===== config.mk =====
export PLATFORM = sky130hd
export DESIGN_NAME = preset_flash_writer
export DESIGN_NICKNAME = d
export VERILOG_FILES = /design/src/rtl/preset_flash_writer.sv
export SDC_FILE = /design/constraint.sdc
export NUM_CORES = 1
export LEC_CHECK = 0
export BUFFER_PORTS_ARGS = -buffer_cell sky130_fd_sc_hd__buf_4
export CAP_MARGIN = 40
export CORE_AREA = 2 2 160 131
export DETAILED_ROUTE_END_ITERATION = 12
export DIE_AREA = 0 0 162 133
export SYNTH_ARGS = -nofsm -noshare
export SYNTH_HDL_FRONTEND = slang
export SYNTH_SLANG_ARGS = --single-unit
export TNS_END_PERCENT = 20

===== constraint.sdc =====
create_clock -name clk -period 5.97 [get_ports clk]
set_input_delay 0 -clock clk [delete_from_list [all_inputs] [get_ports clk]]
set_output_delay 0 -clock clk [all_outputs]
set_load 0.005 [all_outputs]

===== src/rtl/preset_flash_writer.sv =====
// preset_flash_writer
//   Keeps a shadow copy of up to BUTTONS_CNT 32-bit preset records and commits
//   dirty records to SPI flash over a Wishbone-style single-word write master.
//   A record update arms a settle timer; when it expires (or on flush) every
//   dirty record is written in ascending index order, one word per record.
//   Retry responses back off and reissue the same word up to RETRY_MAX times.
//
// Ports
//   clk, rst_i                  clock, asynchronous active-high reset
//   rec_we, rec_idx, rec_data   record update strobe, 1-based index, contents
//   flush                       commit now, skipping the settle delay
//   spi_adr_o, spi_dat_o        address / data of the current write cycle
//   spi_we_o, spi_stb_o         write enable and cycle strobe
//   spi_ack_i/rty_i/err_i       cycle termination: success / retry / fatal
//   busy, done, err, dirty      status: not idle, pass complete, sticky error,
//                               per-record pending bits (bit i-1 = record i)
module preset_flash_writer #(
  parameter int          BUTTONS_CNT = 4,
  parameter logic [23:0] BASE_ADDR   = 24'h000000,
  parameter int          SETTLE_CNT  = 1_000_000,
  parameter int          BACKOFF_CNT = 64,
  parameter int          RETRY_MAX   = 3
) (
  input  logic                   clk,
  input  logic                   rst_i,
  input  logic                   rec_we,
  input  logic [1:0]             rec_idx,
  input  logic [31:0]            rec_data,
  input  logic                   flush,
  output logic [23:0]            spi_adr_o,
  output logic [31:0]            spi_dat_o,
  output logic                   spi_we_o,
  output logic                   spi_stb_o,
  input  logic                   spi_ack_i,
  input  logic                   spi_rty_i,
  input  logic                   spi_err_i,
  output logic                   busy,
  output logic                   done,
  output logic                   err,
  output logic [BUTTONS_CNT-1:0] dirty
);

  localparam int IDX_W = (BUTTONS_CNT > 1) ? $clog2(BUTTONS_CNT) : 1;
  localparam int SET_W = $clog2(SETTLE_CNT + 1);
  localparam int BOF_W = $clog2(BACKOFF_CNT + 1);
  localparam int RTY_W = (RETRY_MAX > 0) ? $clog2(RETRY_MAX + 1) : 1;

  localparam logic [SET_W-1:0] SETTLE_LAST  = SET_W'(SETTLE_CNT - 1);
  localparam logic [BOF_W-1:0] BACKOFF_LAST = BOF_W'(BACKOFF_CNT - 1);
  localparam logic [RTY_W-1:0] RETRY_LAST   = RTY_W'(RETRY_MAX);

  typedef enum logic [2:0] {
    ST_IDLE    = 3'd0,
    ST_SETTLE  = 3'd1,
    ST_SELECT  = 3'd2,
    ST_WRITE   = 3'd3,
    ST_BACKOFF = 3'd4
  } state_t;

  state_t                 state_q, state_d;
  logic [SET_W-1:0]       settle_q, settle_d;
  logic [BOF_W-1:0]       backoff_q, backoff_d;
  logic [RTY_W-1:0]       retry_q, retry_d;
  logic [IDX_W-1:0]       cur_q, cur_d;
  logic [23:0]            adr_q, adr_d;
  logic [31:0]            dat_q, dat_d;
  logic                   stb_q, stb_d;
  logic                   we_q, we_d;
  logic                   busy_q, busy_d;
  logic                   done_q, done_d;
  logic                   err_q, err_d;
  logic [BUTTONS_CNT-1:0] dirty_q, dirty_d;
  logic [31:0]            shadow_q [BUTTONS_CNT];
  logic [31:0]            shadow_d [BUTTONS_CNT];

  logic                   we_ok_s;
  logic                   any_dirty_s;
  logic                   flush_ok_s;
  logic                   term_s;
  logic                   err_hit_s;
  logic                   rty_hit_s;
  logic                   ack_hit_s;
  logic [IDX_W-1:0]       pick_idx_s;

  // Qualify inputs and rank the slave's termination signals (err > rty > ack).
  always_comb begin
    we_ok_s     = rec_we && (rec_idx != 2'd0) && (int'(rec_idx) <= BUTTONS_CNT);
    any_dirty_s = |dirty_q;
    // An accepted flush also clears the sticky error; it only counts when it
    // actually starts a commit.
    flush_ok_s  = flush && (((state_q == ST_IDLE) && (any_dirty_s || we_ok_s)) ||
                            (state_q == ST_SETTLE));
    // Terminations are only meaningful while the strobe is actually out.
    term_s      = (state_q == ST_WRITE) && stb_q;
    err_hit_s   = term_s && spi_err_i;
    rty_hit_s   = term_s && !spi_err_i && spi_rty_i;
    ack_hit_s   = term_s && !spi_err_i && !spi_rty_i && spi_ack_i;
  end

  // Priority pick of the lowest-index dirty record.
  always_comb begin
    pick_idx_s = '0;
    for (int i = BUTTONS_CNT - 1; i >= 0; i--) begin
      pick_idx_s = dirty_q[i] ? IDX_W'(i) : pick_idx_s;
    end
  end

  // Shadow and dirty next-state: a new record write always wins over the
  // ack-clear, so data arriving in the ack cycle gets written again.
  always_comb begin
    for (int i = 0; i < BUTTONS_CNT; i++) begin
      shadow_d[i] = shadow_q[i];
      dirty_d[i]  = dirty_q[i];
      if (we_ok_s && (int'(rec_idx) == i + 1)) begin
        shadow_d[i] = rec_data;
        dirty_d[i]  = 1'b1;
      end else if (ack_hit_s && (int'(cur_q) == i)) begin
        dirty_d[i]  = 1'b0;
      end else begin
        dirty_d[i]  = dirty_q[i];
      end
    end
  end

  // Commit FSM next-state and registered bus/status outputs.
  always_comb begin
    state_d   = state_q;
    settle_d  = settle_q;
    backoff_d = backoff_q;
    retry_d   = retry_q;
    cur_d     = cur_q;
    adr_d     = adr_q;
    dat_d     = dat_q;
    stb_d     = 1'b0;
    done_d    = 1'b0;
    err_d     = err_q;

    case (state_q)
      ST_IDLE: begin
        if (flush_ok_s) begin
          state_d = ST_SELECT;
          err_d   = 1'b0;
        end else if (we_ok_s) begin
          state_d  = ST_SETTLE;
          settle_d = '0;
        end else begin
          state_d = ST_IDLE;
        end
      end

      ST_SETTLE: begin
        if (flush_ok_s) begin
          state_d  = ST_SELECT;
          settle_d = '0;
          err_d    = 1'b0;
        end else if (we_ok_s) begin
          settle_d = '0;
        end else if (settle_q == SETTLE_LAST) begin
          state_d  = ST_SELECT;
          settle_d = '0;
        end else begin
          settle_d = settle_q + 1'b1;
        end
      end

      // Latch the word here so later record updates cannot disturb the
      // cycle in flight; the strobe rises one cycle after entering WRITE.
      ST_SELECT: begin
        if (any_dirty_s) begin
          cur_d   = pick_idx_s;
          adr_d   = BASE_ADDR + (24'(pick_idx_s) << 2);
          dat_d   = shadow_q[pick_idx_s];
          retry_d = '0;
          state_d = ST_WRITE;
        end else begin
          done_d  = 1'b1;
          state_d = ST_IDLE;
        end
      end

      ST_WRITE: begin
        if (err_hit_s) begin
          err_d   = 1'b1;
          state_d = ST_IDLE;
        end else if (rty_hit_s) begin
          if (retry_q == RETRY_LAST) begin
            err_d   = 1'b1;
            state_d = ST_IDLE;
          end else begin
            retry_d   = retry_q + 1'b1;
            backoff_d = '0;
            state_d   = ST_BACKOFF;
          end
        end else if (ack_hit_s) begin
          state_d = ST_SELECT;
        end else begin
          stb_d = 1'b1;
        end
      end

      // Reissue straight into an active strobe so the gap is exactly
      // BACKOFF_CNT cycles.
      ST_BACKOFF: begin
        if (backoff_q == BACKOFF_LAST) begin
          backoff_d = '0;
          stb_d     = 1'b1;
          state_d   = ST_WRITE;
        end else begin
          backoff_d = backoff_q + 1'b1;
        end
      end

      default: begin
        state_d = ST_IDLE;
      end
    endcase

    we_d   = stb_d;
    busy_d = (state_d != ST_IDLE);
  end

  // State, counters, shadow records and registered outputs.
  always_ff @(posedge clk or posedge rst_i) begin
    if (rst_i) begin
      state_q   <= ST_IDLE;
      settle_q  <= '0;
      backoff_q <= '0;
      retry_q   <= '0;
      cur_q     <= '0;
      adr_q     <= 24'h000000;
      dat_q     <= 32'h00000000;
      stb_q     <= 1'b0;
      we_q      <= 1'b0;
      busy_q    <= 1'b0;
      done_q    <= 1'b0;
      err_q     <= 1'b0;
      dirty_q   <= '0;
      for (int i = 0; i < BUTTONS_CNT; i++) begin
        shadow_q[i] <= 32'h00000000;
      end
    end else begin
      state_q   <= state_d;
      settle_q  <= settle_d;
      backoff_q <= backoff_d;
      retry_q   <= retry_d;
      cur_q     <= cur_d;
      adr_q     <= adr_d;
      dat_q     <= dat_d;
      stb_q     <= stb_d;
      we_q      <= we_d;
      busy_q    <= busy_d;
      done_q    <= done_d;
      err_q     <= err_d;
      dirty_q   <= dirty_d;
      for (int i = 0; i < BUTTONS_CNT; i++) begin
        shadow_q[i] <= shadow_d[i];
      end
    end
  end

  assign spi_adr_o = adr_q;
  assign spi_dat_o = dat_q;
  assign spi_stb_o = stb_q;
  assign spi_we_o  = we_q;
  assign busy      = busy_q;
  assign done      = done_q;
  assign err       = err_q;
  assign dirty     = dirty_q;

endmodule


==> impl_metrics.env, run 1 <==
export IMPL_netlist_area_um2=7659
export IMPL_ant_nets=0
export IMPL_fin_ws_ns=3.532
export IMPL_p_leak_nw=4.180
export IMPL_hold_viol=0
export IMPL_maxSlewHeadroom_pct=36.87
export IMPL_grt_pass1_vias=5383
export IMPL_ios=106
export IMPL_path_max_fanout=47
export IMPL_multiInputGateArea_um2=3203
export IMPL_ys_flop_type="dfrtp_1"
export IMPL_syn_avg_cell_area_um2=11.36
export IMPL_drt_pass1_iterations=4
export IMPL_avgRoutedWirePerCell_um=15.81
export IMPL_cts_resized=0
export IMPL_period_minus_slack_ns=2.438
export IMPL_cts_tree="built"
export IMPL_cts_root_buf="clkbuf_16"
export IMPL_start_kind="register"
export IMPL_crit_arrival_ns=2.74
export IMPL_fin_nets=833
export IMPL_fp_dieArea_um2=21550
export IMPL_drv_slew=0
export IMPL_final_common_cell="dfrtp_1"
export IMPL_synth_edf_count=0
export IMPL_drc_errors=0
export IMPL_dp_cells=999
export IMPL_fin_tns_setup_ns=0
export IMPL_fillers=1872
export IMPL_yosys_register_bits=169
export IMPL_cts_made_buffers=17
export IMPL_ys_seq_area_share_pct=55.22
export IMPL_syn_inst=674
export IMPL_fmax_mhz=410.1
export IMPL_post_cts_buffers=0
export IMPL_p_per_area_nw_per_um2=378.1
export IMPL_rows=47
export IMPL_htreeDepth=4
export IMPL_clock_latency_ns=0.43
export IMPL_vdd_drop_max_mv=0.1961
export IMPL_coreArea_um2=20110
export IMPL_grt_max_degree=98
export IMPL_route_vias_total=5376
export IMPL_initial_core_util_pct=38.08
export IMPL_clockBufferDepth=2
export IMPL_drt_vias_per_instance=5.020
export IMPL_final_util_pct=47.13
export IMPL_cpPeakStageDelay_ns=0.48
export IMPL_post_place_ws_ns=3.483
export IMPL_synthArstFlopShare_pct=100.0
export IMPL_numClockSinks=169
export IMPL_gp_congestion=0.7701
export IMPL_max_cap_viol_count=0
export IMPL_final_layout_size_suffix_gt1_share_pct=29.05
export IMPL_synth_warnings=0
export IMPL_end_kind="register"
export IMPL_hpwl_um=10790
export IMPL_io_buffers=82
export IMPL_wl_um=16940
export IMPL_totalPowerFinal_mw=3.584
export IMPL_crit_slowest_cell="or3_1"
export IMPL_worst_ep_required_time_ns=6.27
export IMPL_grt_pass1_wl_um=27420
export IMPL_regArea_um2=4229
export IMPL_area_growth_pct=23.77
export IMPL_layout_common_cells="dfrtp_1 (169), mux2_2 (98), buf_4 (89)"
export IMPL_grt_overflow=0
export IMPL_diodes=0
export IMPL_grt_setup_unrepaired="false"
export IMPL_antenna_found_initial=0
export IMPL_first_iter_violations=255
export IMPL_tightest_slew_ns=0.9470
export IMPL_die_h_um=133
export IMPL_path_class="reg -> reg"
export IMPL_layoutNonFillerInstCount=1071
export IMPL_yosysUniqueCellTypes=51
export IMPL_skew_ns=0.008786
export IMPL_hp_class="in -> reg"
export IMPL_hold_buffers=40
export IMPL_crit_chain="or3_1 > nand2_2 > buf_4 > a21oi_2 > a21boi_0 > o211ai_1"
export IMPL_path_clk_slew_ns=0.06
export IMPL_grt_usage_pct=16.30
export IMPL_fin_crit_sh_pct=40.85
export IMPL_die_w_um=162
export IMPL_setup_violations=0
export IMPL_status="completed"
flip-flops by register name (all words and copies together) (netlist names):
signal     cells
cur_q          2
retry_q        2
spi_dat_o     32
spi_we_o       1
busy           1
dirty          3
backoff_q      7
shadow_q      96
state_q        3
settle_q      20
err            1
done           1
metal layers:
layer	GRT usage [%]	wire length [µm]
met5	0	0
met4	5.162	213
met3	4.483	830
met2	26.41	8098
met1	21.34	7795
power breakdown:
| group | leakage [nW] | total (mW) | switching [mW] | internal [mW] |
|---|---|---|---|---|
| clock | 0.288 | 1.08 | 0.461 | 0.616 |
| sequential | 2.08 | 1.58 | 0.174 | 1.41 |
| combinational | 1.81 | 0.926 | 0.465 | 0.461 |
| total | 4.18 | 3.58 | 1.10 | 2.48 |
metrics by stage:
stage | hold WS (ns) | cell area [µm²]
2_1_floorplan | 0.1506 | 7741
3_3_place_gp | 0.2220 | 8449
3_5_place_dp | 0.2443 | 8497
4_1_cts | 0.07737 | 9479
5_1_grt | 0.1162 | 9479
6_report | 0.09774 | 9479
area by class of cell:
type	instances	area share (%)
Multi-Input combinational cell	466	33.79
Timing Repair Buffer	131	11.69
Inverter	4	0.2112
Tap cell	269	3.551
Sequential cell	169	44.61
Clock inverter	10	1.135
Clock buffer	22	5.003
critical path, delay by kind of cell, from the launching register on:
kind	cells	cell delay, ns
DFF	1	0.46
AOI/OAI and AO/OA	3	0.54
and+or+nand+nor	2	0.82
buffers and inverters	1	0.48
cells by family after synthesis:
family                     synth area share (%)
and+or+nand+nor                           11.49
buffers and inverters                     4.297
muxes                                     18.72
adders and majority gates                0.4902
AOI/OAI and AO/OA                         8.593
other                                   0.04896
DFF                                       55.22
xor gates and xnor gates                  1.144
cell usage after synthesis (4+ instances only):
cell type	count	area, µm²
nor4_1	6	37.54
clkbuf_1	20	75.07
nand3_1	10	50.05
nand2b_1	5	31.28
buf_2	8	40.04
xnor2_1	9	78.83
buf_1	5	18.77
dfrtp_1	169	4229
nand4_1	7	43.79
a31oi_1	4	25.02
buf_4	24	180.2
mux2_2	98	1104
a21oi_1	42	210.2
mux2i_1	33	330.3
o21ai_0	54	270.3
nor2_1	56	210.2
nand3b_1	6	45.04
o31ai_1	4	30.03
inv_1	4	15.01
nand2_1	56	210.2
a22o_1	6	52.55
nor3_1	7	35.03
path summary, 6_finish.rpt:
kind | startpoint | endpoint | slack (ns) | cells after the start
worst min register to register | spi_dat_o[0] | spi_dat_o[0] | 0.48 | 2
min in group asynchronous | rst_i | spi_dat_o[0] | 0.33 | 3
worst max register to register | dirty[0] | busy | 3.53 | 6
worst max-delay path | dirty[0] | busy | 3.53 | 6
max in group asynchronous | rst_i | shadow_q[37] | 4.41 | 5
worst min-delay path | rec_idx[0] | state_q[0] | 0.1 | 4
Note: power is estimated with default switching activity, not from simulation.
==> inputs of run 2 (changes only) <==
- clock period: 5.97 -> 2.5 ns (I/O delays scaled with it)
==> run 2 against run 1 <==
Net effect:
- utilization is essentially flat
- final cell count is essentially flat
- flip-flop and latch count did not move
- clock power increased by 140%
- critical endpoint is now settle_q[17]
- hold slack lost 0.078 ns
- first-iteration DRC count is 0.78% lower
- largest power group unchanged
- global-route usage increased by 0.33 points
- via count about the same
- fmax grew 18%
==> impl_metrics.env, run 2 (synthesized netlist as in run 1, its figures left out) <==
export IMPL_wl_um=16880
export IMPL_grt_pass1_vias=5534
export IMPL_post_place_ws_ns=0.4109
export IMPL_post_cts_buffers=0
export IMPL_largest_reg_flops=96
export IMPL_min_from="spi_rty_i"
export IMPL_path_class="reg -> reg"
export IMPL_io_buffers=82
export IMPL_final_layout_size_suffix_gt1_share_pct=29.63
export IMPL_tightest_slew_ns=0.7473
export IMPL_antenna_found_initial=1
export IMPL_clock_latency_ns=0.43
export IMPL_r2r_start="settle_q[0]"
export IMPL_numClockSinks=169
export IMPL_fmax_mhz=484.5
export IMPL_fillers=1829
export IMPL_vdd_drop_max_mv=0.4849
export IMPL_avgRoutedWirePerCell_um=15.78
export IMPL_grt_met2_usage_pct=27.12
export IMPL_first_iter_violations=253
export IMPL_drv_slew=0
export IMPL_skew_ns=0.009330
export IMPL_top_register="shadow_q"
export IMPL_rows=47
export IMPL_cts_tree="built"
export IMPL_start_kind="register"
export IMPL_path_clk_slew_ns=0.07
export IMPL_grtUsageMet3_pct=4.545
export IMPL_hold_depth=5
export IMPL_fin_ws_ns=0.4359
export IMPL_hold_buffers=36
export IMPL_hold_viol=0
export IMPL_grt_max_degree=141
export IMPL_min_to="dirty[0]"
export IMPL_grt_usage_pct=16.63
export IMPL_end_kind="register"
export IMPL_die_w_um=162
export IMPL_cts_resized=0
export IMPL_drc_errors=0
export IMPL_timing_rr_end="settle_q[17]"
export IMPL_area_growth_pct=23.85
export IMPL_p_per_area_nw_per_um2=907.8
export IMPL_cts_root_buf="clkbuf_16"
export IMPL_drt_vias_per_instance=5.029
export IMPL_path_max_fanout=10
export IMPL_maxSlewHeadroom_pct=50.18
export IMPL_htreeDepth=4
export IMPL_busiest_layer="met2"
export IMPL_grt_use_met1_pct=21.68
export IMPL_reg2regPathDepth=6
export IMPL_crit_slowest_cell="nor4_1"
export IMPL_period_minus_slack_ns=2.064
export IMPL_drt_pass1_iterations=4
export IMPL_crit_arrival_ns=2.35
export IMPL_max_cap_viol_count=0
export IMPL_hp_class="in -> reg"
export IMPL_gp_congestion=0.8491
export IMPL_cpPeakStageDelay_ns=0.40
export IMPL_die_h_um=133
export IMPL_final_common_cell="dfrtp_1"
export IMPL_ant_nets=0
export IMPL_whs_ns=0.01967
export IMPL_crit_chain="ha_1 > nand3_1 > nor4_1 > a21oi_1 > nor2_2 > nor2_1"
export IMPL_fin_tns_setup_ns=0
export IMPL_fin_nets=831
export IMPL_totalPowerFinal_mw=8.611
export IMPL_p_leak_nw=4.167
export IMPL_hpwl_um=10710
export IMPL_r2r_slack_ns=0.44
export IMPL_route_vias_total=5381
export IMPL_coreArea_um2=20110
export IMPL_worst_ep_required_time_ns=2.79
export IMPL_initial_core_util_pct=38.08
export IMPL_ios=106
export IMPL_layout_common_cells="dfrtp_1 (169), mux2_2 (98), buf_4 (89)"
export IMPL_cts_made_buffers=17
export IMPL_grt_pass1_wl_um=28370
export IMPL_grt_overflow=0
export IMPL_grt_setup_unrepaired="false"
export IMPL_setup_violations=0
export IMPL_path_delay_family="simple AND/OR/NAND/NOR gates"
export IMPL_clockBufferDepth=2
export IMPL_fp_dieArea_um2=21550
export IMPL_cp_num_buf_inv=0
export IMPL_status="completed"
export IMPL_fin_crit_sh_pct=82.56
run 2: cell types whose count changed in the layout (fill, tap and decap cells not counted), sizes merged:
cell         before  now
clkbuf           22   17
clkinvlp          0    4
dlygate4sd3      40   36
buf              91   93
clkinv            5    6
diode             0    1
run 2: worst min-delay path, cell delays in order:
cell and delay [ns]:
buf_4 0.11, nor2_1 0.04, nand4_1 0.12, o31ai_1 0.08, nand2_1 0.07
run 2: area by class of cell:
| cell class | count | area (µm²) | share of cell area, % |
|---|---|---|---|
| Antenna cell | 1 | 2.502 | 0.02638 |
| Tap cell | 269 | 336.6 | 3.548 |
| Multi-Input combinational cell | 466 | 3203 | 33.77 |
| Inverter | 4 | 18.77 | 0.1979 |
| Sequential cell | 169 | 4229 | 44.59 |
| Timing Repair Buffer | 129 | 1109 | 11.69 |
| Clock buffer | 17 | 425.4 | 4.485 |
| Clock inverter | 15 | 161.4 | 1.702 |
run 2: how the worst max path moves through the flow:
stage,cells after the start,start,slack (ns),end
finish,6,settle_q[0],0.44,settle_q[17]
global route,6,settle_q[0],0.19,settle_q[17]
CTS,6,settle_q[0],0.39,settle_q[17]
detailed placement,6,settle_q[0],0.41,settle_q[6]
global placement,6,settle_q[0],0.55,settle_q[18]
floorplan,1,rst_i,0.35,backoff_q[0]
run 2: where the power goes:
part	internal [mW]	switching, mW
clock network	1.41	1.18
registers	3.36	0.406
logic	1.13	1.12
run 2: layer usage:
metal,vias to the layer above,routed length (µm),part of all wire (%)
li1,2549,-,-
met1,2687,7655,45
met2,126,8209,49
met3,19,788,4.7
met4,0,231,1.4
met5,-,0,0
run 2: through the flow:
stage | std cells | util (%) | cell area (µm²)
floorplan | 696 | - | 7745
global placement | 1001 | 42.44 | 8536
detailed placement | 1001 | 42.44 | 8536
CTS | 1069 | 47.15 | 9483
global route | 1070 | 47.16 | 9485
finish | 1070 | 47.16 | 9485
==> inputs of run 3 (changes only) <==
- ABC_AREA: unset -> 1
- CORE_AREA: 2 2 160 131 -> 2 2 162 132
- DIE_AREA: 0 0 162 133 -> 0 0 164 134
- clock period: 2.5 -> 2.1 ns (I/O delays scaled with it)
==> run 3 against run 2 <==
Net effect:
- clock-buffer cell count unchanged
- sequential share of layout area decreased by 1.3 points
- flip-flop and latch count unchanged
- final area increased by 2.9%
- via count increased by 19%
- utilization increased by 0.69 points
- first-iteration DRC count increased by 87%
- critical endpoint is now spi_dat_o[5]
- largest cell class unchanged
- highest routed layer unchanged
==> impl_metrics.env, run 3 <==
export IMPL_synth_compound_area_share_pct=11.93
export IMPL_gp_congestion=0.8170
export IMPL_switching_share_pct=33.89
export IMPL_fin_ws_ns=0.2654
export IMPL_crit_arrival_ns=2.15
export IMPL_synth_most_common_cell="nand2_1"
export IMPL_ios=106
export IMPL_die_w_um=164
export IMPL_multiInputGateArea_um2=2990
export IMPL_fmax_mhz=545.1
export IMPL_fp_dieArea_um2=21980
export IMPL_synth_top_cell_by_area="dfrtp_1"
export IMPL_post_place_ws_ns=0.1905
export IMPL_syn_inst=928
export IMPL_tightest_slew_ns=0.6693
export IMPL_max_cap_viol_count=0
export IMPL_io_buffers=82
export IMPL_synth_xor_area_share_pct=0.5599
export IMPL_synth_top_family_by_area="simple AND/OR/NAND/NOR gates"
export IMPL_synthAdderAreaFrac_pct=0.4799
export IMPL_worst_ep_required_time_ns=2.42
export IMPL_grt_pass1_vias=6205
export IMPL_start_kind="register"
export IMPL_totalPowerFinal_mw=10.47
export IMPL_cts_made_buffers=17
export IMPL_grt_met2_usage_pct=27.54
export IMPL_largest_reg_flops=96
export IMPL_top_register="shadow_q"
export IMPL_synthArstFlopShare_pct=100.0
export IMPL_status="completed"
export IMPL_drt_vias_per_instance=4.847
export IMPL_syn_avg_cell_area_um2=8.428
export IMPL_first_iter_violations=473
export IMPL_synth_commonest_cells="nand2_1 (255), dfrtp_1 (169), o21ai_0 (115)"
export IMPL_fin_tns_setup_ns=0
export IMPL_synthMuxAreaShare_pct=0
export IMPL_p_clk_share_pct=31.6
export IMPL_path_max_fanout=35
export IMPL_htreeDepth=4
export IMPL_die_h_um=134
export IMPL_yosys_register_bits=169
export IMPL_yosysUniqueCellTypes=37
export IMPL_layout_common_cells="nand2_1 (254), dfrtp_1 (168), o21ai_0 (115)"
export IMPL_whs_ns=0.1181
export IMPL_p_sw_mw=3.548
export IMPL_end_kind="register"
export IMPL_fin_crit_sh_pct=87.36
export IMPL_final_common_cell="nand2_1"
export IMPL_dpl_cell_area_um2=8777
export IMPL_fin_nets=1085
export IMPL_final_layout_size_suffix_gt1_share_pct=16.03
export IMPL_post_cts_buffers=0
export IMPL_maxSlewHeadroom_pct=55.38
export IMPL_grt_max_degree=66
export IMPL_drt_pass1_iterations=5
export IMPL_skew_ns=0.01432
export IMPL_ys_seq_area_share_pct=54.07
export IMPL_clock_latency_ns=0.44
export IMPL_hp_class="in -> reg"
export IMPL_synth_top_cell_area_share_pct=54.07
export IMPL_synth_warnings=0
export IMPL_fillers=1977
export IMPL_netlist_area_um2=7821
export IMPL_grt_use_met1_pct=28.07
export IMPL_power_frac_seq_pct=42.0
export IMPL_grt_usage_pct=18.66
export IMPL_yosys_top_cells_area="dfrtp_1 (54%), nand2_1 (12%), o21ai_0 (7.4%)"
export IMPL_cts_tree="built"
export IMPL_ant_nets=0
export IMPL_p_per_area_nw_per_um2=1072
export IMPL_antenna_found_initial=0
export IMPL_regArea_um2=4230
export IMPL_setup_violations=0
export IMPL_grt_pass1_wl_um=32350
export IMPL_busiest_layer="met1"
export IMPL_vdd_drop_max_mv=0.5220
export IMPL_finish_instance_area_um2=9764
export IMPL_clockBufferDepth=2
export IMPL_path_class="reg -> reg"
export IMPL_route_vias_total=6413
export IMPL_avgRoutedWirePerCell_um=14.57
export IMPL_drc_errors=0
export IMPL_grtUsageMet3_pct=4.020
export IMPL_synth_edf_count=0
export IMPL_grt_setup_unrepaired="false"
export IMPL_p_int_mw=6.921
export IMPL_ys_flop_type="dfrtp_1"
export IMPL_diodes=0
export IMPL_area_growth_pct=24.84
export IMPL_drv_slew=0
export IMPL_hold_viol=0
export IMPL_power_share_combinational_pct=26.4
export IMPL_yosys_area_share_simple_pct=23.87
export IMPL_rows=47
export IMPL_p_leak_nw=4.853
export IMPL_hpwl_um=12770
export IMPL_path_clk_slew_ns=0.07
export IMPL_cts_root_buf="clkbuf_16"
export IMPL_wl_um=19280
export IMPL_initial_core_util_pct=38.33
export IMPL_period_minus_slack_ns=1.835
export IMPL_coreArea_um2=20410
export IMPL_grt_overflow=0
export IMPL_numClockSinks=169
[run 3: kinds of logic after synthesis]
logic type               Yosys count
flip-flops                       169
other                              1
buffers and inverters            153
AND/OR/NAND/NOR                  431
AO/OA/AOI/OAI                    166
adder cells (fa/ha/maj)            3
XOR/XNOR                           5
[run 3: final cells by class]
class                   count  share of cell area, %
clock inverters            15                  2.025
repair buffers            143                  12.98
well taps                 269                  3.447
flip-flops and latches    169                  43.32
inverters                  82                  3.242
multi-input cells         628                  30.63
clock buffers              17                  4.357
[run 3: stage by stage]
stage	utilization [%]	instances
floorplan	-	950
global placement	43.01	1255
detailed placement	43.01	1255
CTS	47.83	1323
global route	47.85	1323
finish	47.85	1323
[run 3: worst max-delay path: stages (launching register included)]
cell      delay (ns)
dfrtp_2         0.35
buf_4           0.39
inv_1           0.12
nand3_2         0.29
buf_4           0.30
nand3_1         0.10
o211ai_1        0.09
nand2_1         0.07
[run 3: routing by layer]
metal	vias up	routed length [µm]
li1	3220	-
met1	3047	9818
met2	134	8387
met3	12	939
met4	0	130
met5	-	0
[run 3: final timing paths]
path                            slack [ns]             to  cells after the start           from
worst max-delay path                  0.27   spi_dat_o[5]                      7       dirty[1]
worst min-delay path                  0.12       dirty[2]                      4      spi_ack_i
worst max register to register        0.27   spi_dat_o[5]                      7       dirty[1]
worst min register to register        0.48  spi_dat_o[24]                      2  spi_dat_o[24]
max in group asynchronous             1.28   shadow_q[45]                      4          rst_i
min in group asynchronous             0.18   spi_dat_o[8]                      3          rst_i
[run 3: repair_timing]
item,4_1_cts,5_1_grt
hold buffers,36,0
gates resized for setup,0,1
setup endpoints to repair,0,1
hold endpoints to repair,124,0
[run 3: power by group through the flow]
stage	Clock, mW	Sequential [mW]	Combinational [mW]
after global placement	0	4.45	2.70
final	3.30	4.40	2.77
after global routing	3.52	4.48	3.18
after floorplan	0	4.33	1.70
after CTS	3.38	4.40	2.81
after detailed placement	0	4.44	2.75
